### src/rtl/lspc_vram_port.sv
// LSPC CPU register block with queued VRAM writes, auto-increment and read prefetch.
// Optional define LSPC_VRAM_STATUS_EN exposes queue/latch status at register 7.
module lspc_vram_port #(
    parameter int ADDR_W     = 16,
    parameter int FIFO_DEPTH = 4,
    parameter int READ_LAT   = 1
) (
    input  logic              CLK_24M,
    input  logic              RESET,
    input  logic [2:0]        M68K_ADDR,
    input  logic [15:0]       M68K_DATA,
    input  logic              LSPOE,
    input  logic              LSPWE,
    input  logic              VMODE,
    input  logic [8:0]        RASTERC,
    input  logic [2:0]        AA_COUNT,
    input  logic              VRAM_SLOT,
    input  logic [15:0]       VRAM_RDATA,
    output logic [ADDR_W-1:0] VRAM_ADDR,
    output logic [15:0]       VRAM_WDATA,
    output logic              VRAM_WE,
    output logic              VRAM_RD,
    output logic [15:0]       CPU_DATA_OUT,
    output logic [15:0]       REG_VRAMMOD,
    output logic [7:0]        AA_SPEED,
    output logic [2:0]        TIMER_MODE,
    output logic              TIMER_IRQ_EN,
    output logic              AA_DISABLE,
    output logic              TIMER_STOP,
    output logic              WR_TIMER_HIGH,
    output logic              WR_TIMER_LOW,
    output logic              WR_IRQ_ACK,
    output logic              FIFO_FULL,
    output logic              BUSY
);
    localparam int PW = $clog2(FIFO_DEPTH);
    localparam int CW = PW + 1;
    localparam int EW = ADDR_W + 16;

    typedef enum logic [1:0] {IDLE, WRITE, READ_WAIT} state_t;

    logic [2:0]        we_sync_q, oe_sync_q;
    logic [ADDR_W-1:0] addr_q, addr_d;
    logic [15:0]       mod_q, mod_d;
    logic [12:0]       mode_q, mode_d;
    logic              tstop_q, tstop_d;
    logic              th_q, tl_q, ack_q;
    logic [EW-1:0]     fifo_q [FIFO_DEPTH];
    logic [PW-1:0]     wptr_q, wptr_d, rptr_q, rptr_d;
    logic [CW-1:0]     count_q, count_d;
    logic              ovf_q, ovf_d;
    logic              pend_q, pend_d;
    logic              valid_q, valid_d;
    logic              disc_q, disc_d;
    logic [15:0]       latch_q, latch_d;
    logic [15:0]       cpu_q, cpu_d;
    logic [1:0]        lat_q, lat_d;
    state_t            state_q, state_d;

    logic we_ev, oe_ev, ev_addr, ev_rw, full, push, pop, vram_we, vram_rd;
    logic done, load;
    logic [EW-1:0] head;
    logic [15:0]   lspc_rd, rd_mux;

    // Falling edge of the synchronised strobe, one cycle wide.
    assign we_ev   = we_sync_q[2] & ~we_sync_q[1];
    assign oe_ev   = oe_sync_q[2] & ~oe_sync_q[1];
    assign ev_addr = we_ev && (M68K_ADDR == 3'd0);
    assign ev_rw   = we_ev && (M68K_ADDR == 3'd1);
    assign full    = (count_q == CW'(FIFO_DEPTH));
    assign push    = ev_rw & ~full;
    assign head    = fifo_q[rptr_q];

    assign vram_we = ~RESET & VRAM_SLOT & (state_q == IDLE) & (count_q != '0);
    assign vram_rd = ~RESET & VRAM_SLOT & (state_q == IDLE) & (count_q == '0) & pend_q;
    assign pop     = vram_we;

    always_comb begin
        addr_d  = addr_q;
        ovf_d   = ovf_q;
        mod_d   = mod_q;
        mode_d  = mode_q;
        tstop_d = tstop_q;
        if (ev_addr) begin
            addr_d = M68K_DATA[ADDR_W-1:0];
            ovf_d  = 1'b0;
        end else if (push) begin
            addr_d = addr_q + mod_q[ADDR_W-1:0];
        end else if (ev_rw) begin
            ovf_d = 1'b1;
        end
        if (we_ev && M68K_ADDR == 3'd2) mod_d = M68K_DATA;
        if (we_ev && M68K_ADDR == 3'd3) mode_d = M68K_DATA[15:3];
        if (we_ev && M68K_ADDR == 3'd7) tstop_d = M68K_DATA[0];

        count_d = count_q + CW'(push) - CW'(pop);
        wptr_d  = push ? wptr_q + PW'(1) : wptr_q;
        rptr_d  = pop ? rptr_q + PW'(1) : rptr_q;
        pend_d  = (pend_q & ~vram_rd) | ev_addr | ev_rw;

        state_d = state_q;
        lat_d   = lat_q;
        disc_d  = disc_q;
        done    = 1'b0;
        case (state_q)
            IDLE: begin
                if (vram_rd) begin
                    state_d = READ_WAIT;
                    lat_d   = 2'd1;
                    disc_d  = ev_addr | ev_rw;
                end
            end
            READ_WAIT: begin
                if (ev_addr | ev_rw) disc_d = 1'b1;
                if (lat_q == 2'(READ_LAT)) begin
                    done    = 1'b1;
                    state_d = IDLE;
                end else begin
                    lat_d = lat_q + 2'd1;
                end
            end
            default: state_d = IDLE;
        endcase

        // A relocating write during the wait makes the returning word stale.
        load    = done & ~disc_q & ~ev_addr & ~ev_rw;
        latch_d = load ? VRAM_RDATA : latch_q;
        valid_d = ev_addr ? 1'b0 : (load | valid_q);
        cpu_d   = oe_ev ? rd_mux : cpu_q;
    end

    assign lspc_rd = {RASTERC, 3'b000, VMODE, AA_COUNT};

    always_comb begin
        rd_mux = '0;
        case (M68K_ADDR)
            3'd0, 3'd1, 3'd4, 3'd5: rd_mux = latch_q;
            3'd2, 3'd6:             rd_mux = mod_q;
            3'd3:                   rd_mux = lspc_rd;
`ifdef LSPC_VRAM_STATUS_EN
            3'd7: rd_mux = {8'h00, 5'(count_q), ovf_q, full, valid_q};
`else
            3'd7: rd_mux = lspc_rd;
`endif
            default: rd_mux = '0;
        endcase
    end

    always_ff @(posedge CLK_24M) begin
        if (RESET) begin
            we_sync_q <= '0;
            oe_sync_q <= '0;
            addr_q    <= '0;
            mod_q     <= '0;
            mode_q    <= '0;
            tstop_q   <= 1'b0;
            th_q      <= 1'b0;
            tl_q      <= 1'b0;
            ack_q     <= 1'b0;
            wptr_q    <= '0;
            rptr_q    <= '0;
            count_q   <= '0;
            ovf_q     <= 1'b0;
            pend_q    <= 1'b0;
            valid_q   <= 1'b0;
            disc_q    <= 1'b0;
            latch_q   <= '0;
            cpu_q     <= '0;
            lat_q     <= '0;
            state_q   <= IDLE;
            for (int i = 0; i < FIFO_DEPTH; i++) fifo_q[i] <= '0;
        end else begin
            we_sync_q <= {we_sync_q[1:0], LSPWE};
            oe_sync_q <= {oe_sync_q[1:0], LSPOE};
            addr_q    <= addr_d;
            mod_q     <= mod_d;
            mode_q    <= mode_d;
            tstop_q   <= tstop_d;
            th_q      <= we_ev && (M68K_ADDR == 3'd4);
            tl_q      <= we_ev && (M68K_ADDR == 3'd5);
            ack_q     <= we_ev && (M68K_ADDR == 3'd6);
            wptr_q    <= wptr_d;
            rptr_q    <= rptr_d;
            count_q   <= count_d;
            ovf_q     <= ovf_d;
            pend_q    <= pend_d;
            valid_q   <= valid_d;
            disc_q    <= disc_d;
            latch_q   <= latch_d;
            cpu_q     <= cpu_d;
            lat_q     <= lat_d;
            state_q   <= state_d;
            if (push) fifo_q[wptr_q] <= {addr_q, M68K_DATA};
        end
    end

    assign VRAM_WE       = vram_we;
    assign VRAM_RD       = vram_rd;
    assign VRAM_ADDR     = vram_we ? head[EW-1:16] : (vram_rd ? addr_q : '0);
    assign VRAM_WDATA    = vram_we ? head[15:0] : 16'h0000;
    assign CPU_DATA_OUT  = cpu_q;
    assign REG_VRAMMOD   = mod_q;
    assign AA_SPEED      = mode_q[12:5];
    assign TIMER_MODE    = mode_q[4:2];
    assign TIMER_IRQ_EN  = mode_q[1];
    assign AA_DISABLE    = mode_q[0];
    assign TIMER_STOP    = tstop_q;
    assign WR_TIMER_HIGH = th_q;
    assign WR_TIMER_LOW  = tl_q;
    assign WR_IRQ_ACK    = ack_q;
    assign FIFO_FULL     = full;
    assign BUSY          = (count_q != '0) | pend_q | (state_q != IDLE);
endmodule

### config.mk
export PLATFORM = sky130hd
export DESIGN_NAME = lspc_vram_port
export DESIGN_NICKNAME = d
export VERILOG_FILES = /design/src/rtl/lspc_vram_port.sv
export SDC_FILE = /design/constraint.sdc
export NUM_CORES = 1
export LEC_CHECK = 0
export CAP_MARGIN = 10
export CELL_PAD_IN_SITES_DETAIL_PLACEMENT = 0
export CELL_PAD_IN_SITES_GLOBAL_PLACEMENT = 1
export CORE_UTILIZATION = 48
export CTS_CLUSTER_SIZE = 20
export DETAILED_ROUTE_END_ITERATION = 7
export GPL_TIMING_DRIVEN = 0
export PLACE_DENSITY = 0.85
export SLEW_MARGIN = 10
export SYNTH_ARGS = -nofsm -noshare
export SYNTH_HDL_FRONTEND = slang
export SYNTH_SLANG_ARGS = --single-unit
### constraint.sdc
create_clock -name CLK_24M -period 12.35 [get_ports CLK_24M]
set_clock_uncertainty 0.1 [all_clocks]
set_input_delay 1.8525 -clock CLK_24M [delete_from_list [all_inputs] [get_ports CLK_24M]]
set_output_delay 1.8525 -clock CLK_24M [all_outputs]
set_load 0.02 [all_outputs]
==> flow_metrics.py, run 1 <==
metrics = {
    "clocking": {
        "cts_root_buf": "clkbuf_16",
        "cts_setup_buffers": 0,
        "cts_repair_resize_count": 0,
        "worstSkewPairLatency_ns": 0.51,
        "cts-htree-levels": 1,
        "clkTransAtPathRegs_ns": 0.06,
        "tritoncts": "built",
        "clk_path_buf_depth": 3,
        "clock_sinks": 229,
        "cts_buffers": 24,
        "hold_buffers": 0,
    },
    "logic_synthesis": {
        "synth_compound_area_share_pct": 11.0,
        "synthSimpleGateAreaFrac_pct": 17.5,
        "synthAdderAreaFrac_pct": 2.50,
        "synth_warnings": 0,
        "synth_cell_types": 55,
        "syn-cell-area_sq_um": 10600,
        "synth-xor-area-share_pct": 1.07,
        "synthCells": 924,
        "synthTopCellsByArea": "edfxtp_1 36%, dfxtp_1 19%, and2_1 8.6%",
        "dominantRegCellSynth": "edfxtp_1",
        "ys_ff_latch": 229,
        "synth.yosys.seq_area_share_pct": 55.3,
        "synth.largest_area_cell": "edfxtp_1",
        "async_flop_share_pct": 0,
        "synth-edff-count": 128,
        "synth_fp_nets": 997,
        "yosysTopAreaCellShare_pct": 36.2,
        "muxShareOfSynthArea_pct": 9.62,
        "avgSynthCellArea_sq_um": 11.5,
        "synth_top_family_by_area": "simple AND/OR/NAND/NOR gates",
    },
    "worst_hold_path": {
        "hold_depth": 1,
        "min_to": "we_sync_q[1]",
        "min_path_type": "reg -> reg",
        "hold_start": "we_sync_q[0]",
    },
    "timing": {
        "fin_tns_setup_ns": 0,
        "max_freq_mhz": 149,
        "setup_violations": 0,
        "fin_crit_sh_pct": 54.2,
        "hold_viol": 0,
        "rsz0062_at_grt": "no",
        "layout_setup_ws_ns": 5.66,
        "slew_viol_final": 0,
        "relSlewSlack_pct": 39.5,
        "worst_pin_slew_ns": 0.908,
        "post-route-min-period_ns": 6.69,
    },
    "critical_path": {
        "critical_path_class": "in -> out",
        "reg2reg_to": "count_q[2]",
        "end_kind": "output port",
        "cp.arrival_ns": 4.74,
        "worst_ep_required_time_ns": 10.40,
        "r2r_slack_ns": 8.97,
        "timing.rr.start": "count_q[1]",
        "crit_path_max_fanout": 10,
        "crit_path_start_kind": "primary input",
        "rr_worst_depth": 11,
    },
    "power_and_ir_drop": {
        "peakVddDrop_mv": 0.0849,
        "power.density_nw_per_um2": 133,
        "p_leak_uw": 0.00497,
    },
    "global_routing": {
        "overflow": 0,
        "grt_pass1_wl_um": 43100,
        "antenna_found_initial": 1,
        "grtUsageTotal_pct": 25.6,
        "grt_max_degree": 33,
        "first_global_vias": 7617,
    },
    "finish": {
        "syn2layout_area_growth_pct": 24.9,
        "final_util_pct": 60.9,
        "fin_nets": 1162,
        "antenna_cells": 0,
        "drive_above_1_share_pct": 8.85,
    },
    "placed_design": {
        "port_buffers": 136,
        "dpl.hpwl_um": 20100,
        "pre_cts_slack_ns": 5.64,
        "place_congestion": 0.867,
    },
    "routing": {
        "drt_pass1_iterations": 7,
        "wl_per_cell_um": 20.5,
        "wl_um": 28500,
        "drc": 0,
        "final_antenna_net_count": 0,
        "dr.first_iter.drc_count": 611,
        "vias": 7689,
        "vias_per_cell": 5.54,
    },
    "run": {
        "maxCapViolCount": 0,
    },
    "floorplan": {
        "dieArea_sq_um": 22700,
        "initial_core_util_pct": 48.8,
        "num_io_pins": 138,
        "die_w_um": 151,
        "die_h_um": 151,
        "fp-row-count": 54,
        "fp.coreArea_sq_um": 21800,
    },
    "status": {
        "status": "finished, final reports clean",
    },
}
## through the flow
| step | cell area, sq um | std cells | hold WS, ns | power (uW) |
|---|---|---|---|---|
| CTS | 13200 | 1387 | 0.347 | 1770 |
| global route | 13200 | 1387 | 0.357 | 1810 |
| global placement | 12300 | 1340 | 0.318 | 1040 |
| floorplan | 10600 | 924 | 0.314 | 960 |
| finish | 13200 | 1387 | 0.343 | 1760 |
| detailed placement | 12400 | 1343 | 0.334 | 1050 |
## synth_stat cells, types with 3 or more instances
master	n
and2_1	145
edfxtp_1	128
dfxtp_1	101
nor2_1	83
nand2_1	61
a21oi_1	59
clkbuf_1	45
mux4_2	32
o21ai_0	32
mux2i_1	30
a211oi_1	22
ha_1	18
a22o_1	16
inv_1	14
a22oi_1	10
nor2b_1	10
nand3_1	9
a21o_1	8
xnor2_1	8
nor3_1	7
a211o_1	6
buf_6	5
o211ai_1	5
o22ai_1	5
xor2_1	5
buf_1	4
nand2b_1	4
o221ai_1	4
and3_1	3
buf_2	3
clkbuf_2	3
nand4_1	3
nor3b_1	3
o21bai_1	3
or3_1	3
## layout by cell type (no fill, tap or decap), types with 9 or more instances in the layout
cell type and instances:
a211oi_1 22, a21oi_1 59, a22o_1 16, a22oi_1 10, and2_1 145, clkbuf_1 50
clkbuf_16 25, clkdlybuf4s50_1 136, dfxtp_1 101, edfxtp_1 128, ha_1 18, inv_1 14
mux2i_1 30, mux4_2 32, nand2_1 61, nand3_1 9, nor2_1 83, nor2b_1 10
o21ai_0 29
## worst max-delay path, cell delays in order
cell	delay, ns
clkdlybuf4s50_1	0.46
clkbuf_1	0.28
nor4_1	0.65
clkbuf_1	0.61
a22o_1	0.27
clkdlybuf4s50_1	0.61
## state kept, by name, indices dropped and copies added (netlist names), 2 cells and up, named ones only
name,flops
CPU_DATA_OUT,16
REG_VRAMMOD,16
addr_q,16
count_q,3
fifo_q,128
lat_q,2
latch_q,16
mode_q,13
oe_sync_q,3
rptr_q,2
we_sync_q,3
wptr_q,2
## logic make-up after synthesis
| kind of cell | after synthesis |
|---|---|
| and+or+nand+nor | 346 |
| DFF | 229 |
| AOI/OAI and AO/OA | 180 |
| buffers and inverters | 74 |
| muxes | 62 |
| adders and majority gates | 20 |
| xor gates and xnor gates | 13 |
## report_power, final
| group | switching, uW | total (uW) | internal, uW |
|---|---|---|---|
| clock network | 293 | 731 | 438 |
| logic | 107 | 196 | 89.6 |
| registers | 9.29 | 833 | 824 |
## worst max path at each step
stage | endpoint | cells after the start | startpoint
floorplan | fifo_q[1][0] | 6 | M68K_ADDR[2]
global placement | fifo_q[2][8] | 6 | M68K_ADDR[1]
detailed placement | VRAM_ADDR[14] | 6 | RESET
CTS | VRAM_ADDR[14] | 6 | RESET
global route | VRAM_ADDR[14] | 6 | RESET
finish | VRAM_ADDR[14] | 6 | RESET
## layer usage
metal | vias up | track usage, % | part of all wire, %
li1 | 3674 | - | -
met1 | 3724 | 35.1 | 45
met2 | 252 | 42.9 | 48
met3 | 39 | 2.76 | 5.3
met4 | 0 | 7.55 | 2.1
met5 | - | 0 | 0
## layout make-up
| class | instances | area [sq um] |
|---|---|---|
| Fill cell | 1823 | 8510 |
| Tap cell | 280 | 350 |
| Clock buffer | 35 | 704 |
| Buffer | 60 | 270 |
| Inverter | 14 | 52.6 |
| Sequential cell | 229 | 5870 |
| Timing Repair Buffer | 139 | 1440 |
| Multi-Input combinational cell | 621 | 4460 |
| Clock inverter | 9 | 100 |
Note: power is estimated with default switching activity, not from simulation.
==> run 2: changes to the inputs <==
- CORE_UTILIZATION: 48 -> 44
- PLACE_DENSITY: 0.85 -> 0.79
- clock period: 12.35 -> 6.2 ns (I/O delays scaled with it)
==> run 2 against run 1 <==
  * Total power up 100%
  * Worst setup slack worse by 4.4 ns
  * Register-to-register slack got worse by 6.2 ns
  * Non-clock buffer count stayed put
  * First-iteration DRC count is 26% lower
  * Global-route usage decreased by 1.4 points
  * Final cell count rose by 3.1%
  * Clock-buffer cell count stayed put
  * Sequential cell count unchanged
  * Wire length rose by 3.2%
  * Sequential share of layout area is 0.19 points lower
  * Critical endpoint unchanged
  * Largest cell class unchanged
  * Largest power group unchanged
==> flow_metrics.py, run 2 (synthesis gave the netlist of run 1 again) <==
metrics = {
    "critical_path": {
        "crit_path_start_kind": "primary input",
        "rr_worst_depth": 11,
        "worst_ep_required_time_ns": 5.17,
        "crit_path_max_fanout": 10,
        "path_buf_inv": 4,
        "cp.depth": 6,
        "critical_path_class": "in -> out",
        "cp_cell_sequence": "clkdlybuf4s50_1 > clkbuf_1 > nor4_1 > clkbuf_1 > a22o_1 > clkdlybuf4s50_1",
        "reg2reg_to": "count_q[2]",
        "end_kind": "output port",
        "cp_slowest_cell": "nor4_1",
        "startpoint": "RESET",
        "crit_family": "buffers and inverters",
        "slowest_delay_ns": 0.71,
        "timing.rr.start": "count_q[1]",
        "cp.arrival_ns": 3.87,
        "r2r_slack_ns": 2.82,
    },
    "timing": {
        "setup_violations": 0,
        "slew_viol_final": 0,
        "hold_viol": 0,
        "post-route-min-period_ns": 4.90,
        "fin_crit_sh_pct": 79.0,
        "worst_pin_slew_ns": 0.978,
        "rsz0062_at_grt": "no",
        "relSlewSlack_pct": 34.3,
        "max_freq_mhz": 204,
    },
    "floorplan": {
        "initial_core_util_pct": 45.1,
        "fp.coreArea_sq_um": 23500,
        "dieArea_sq_um": 24700,
        "die_h_um": 157,
        "num_io_pins": 138,
        "die_w_um": 157,
        "fp-row-count": 56,
    },
    "status": {
        "status": "finished, final reports clean",
    },
    "finish": {
        "drive_above_1_share_pct": 8.82,
        "largest_reg_flops": 128,
        "max_flop_register": "fifo_q",
        "fin_nets": 1164,
        "antenna_cells": 0,
        "layout_commonest_cell": "and2_1",
        "final_cell_mix": "145 x and2_1, 136 x clkdlybuf4s50_1, 128 x edfxtp_1",
        "syn2layout_area_growth_pct": 25.4,
        "fin_area_sq_um": 13300,
    },
    "global_routing": {
        "overflow": 0,
        "grt_pass1_wl_um": 44600,
        "antenna_found_initial": 0,
        "grt_max_degree": 33,
        "grtUsageTotal_pct": 24.2,
        "first_global_vias": 7739,
    },
    "worst_hold_path": {
        "hold_start": "oe_sync_q[0]",
        "min_to": "oe_sync_q[1]",
        "hold_depth": 1,
        "min_path_type": "reg -> reg",
    },
    "power_and_ir_drop": {
        "peakVddDrop_mv": 0.163,
        "power_uw": 3520,
        "p_leak_uw": 0.00499,
        "power.density_nw_per_um2": 265,
    },
    "routing": {
        "vias": 7721,
        "drt_pass1_iterations": 5,
        "dr.first_iter.drc_count": 453,
        "vias_per_cell": 5.40,
        "final_antenna_net_count": 0,
        "wl_um": 29400,
        "wl_per_cell_um": 20.6,
        "drc": 0,
    },
    "clocking": {
        "cts_buffers": 26,
        "cts_repair_resize_count": 0,
        "cts_setup_buffers": 0,
        "clkTransAtPathRegs_ns": 0.06,
        "cts-htree-levels": 1,
        "clk_path_buf_depth": 3,
        "hold_buffers": 0,
        "tritoncts": "built",
        "cts_root_buf": "clkbuf_16",
        "clock_sinks": 229,
        "worstSkewPairLatency_ns": 0.52,
    },
    "placed_design": {
        "dpl.hpwl_um": 20600,
        "place_congestion": 0.869,
        "port_buffers": 136,
        "placedInstanceArea_sq_um": 12500,
    },
    "run": {
        "maxCapViolCount": 0,
    },
}
run 2: cell count changes in the layout (fill, tap and decap cells not counted), moves of 2 or more:
cell,before,now
clkinvlp_4,2,0
clkinv_1,0,3
clkinv_2,5,9
clkbuf_8,4,2
clkbuf_16,25,27
run 2: layer usage:
| metal | GRT usage (%) | part of all wire (%) | vias up |
|---|---|---|---|
| met4 | 9.34 | 3.7 | 0 |
| met1 | 33.9 | 45 | 3706 |
| met3 | 3.33 | 5.8 | 69 |
| met2 | 38.3 | 45 | 275 |
| li1 | - | - | 3671 |
| met5 | 0 | 0 | - |
run 2: worst register-to-register path, stage by stage, from the launching register on:
cell and delay (ns):
dfxtp_1 0.41, or3_1 0.21, nor3b_2 0.69, clkbuf_1 0.52, ha_1 0.33, inv_1 0.05, ha_1 0.13, inv_1 0.05
fa_1 0.36, xor2_1 0.18, xnor2_1 0.15, nor2_1 0.06
run 2: cell type report:
type	count	area, sq um
buffer	60	270
clock buffer	35	726
clock inverter	13	86.3
fill	2082	10200
inverter	14	52.6
multi-input combinational	621	4460
sequential	229	5870
tap	319	399
timing repair buffer	139	1440
run 2: where the power goes:
group | total (uW) | switching, uW | internal (uW) | leakage [uW]
sequential | 1660 | 18.2 | 1640 | 0.00214
clock | 1470 | 612 | 859 | 0.000408
combinational | 392 | 213 | 179 | 0.00244
run 2: stage by stage:
stage / setup TNS (ns) / util, % / hold slack, ns / worst slack (ns) / cells
floorplan: 0 / - / 0.314 / 1.24 / 924
global placement: -97.31 / 52.5 / 0.326 / -1.07 / 1379
detailed placement: 0 / 53.1 / 0.323 / 1.29 / 1382
CTS: 0 / 56.5 / 0.336 / 1.28 / 1430
global route: 0 / 56.5 / 0.373 / 1.14 / 1430
finish: 0 / 56.5 / 0.333 / 1.30 / 1430
run 2: worst max-delay path by stage:
stage / slack (ns) / to
3_3_place_gp: -1.07 / fifo_q[1][9]
3_5_place_dp: 1.29 / VRAM_ADDR[14]
6_report: 1.30 / VRAM_ADDR[14]
5_1_grt: 1.14 / VRAM_ADDR[14]
2_1_floorplan: 1.24 / fifo_q[1][0]
4_1_cts: 1.28 / VRAM_ADDR[14]
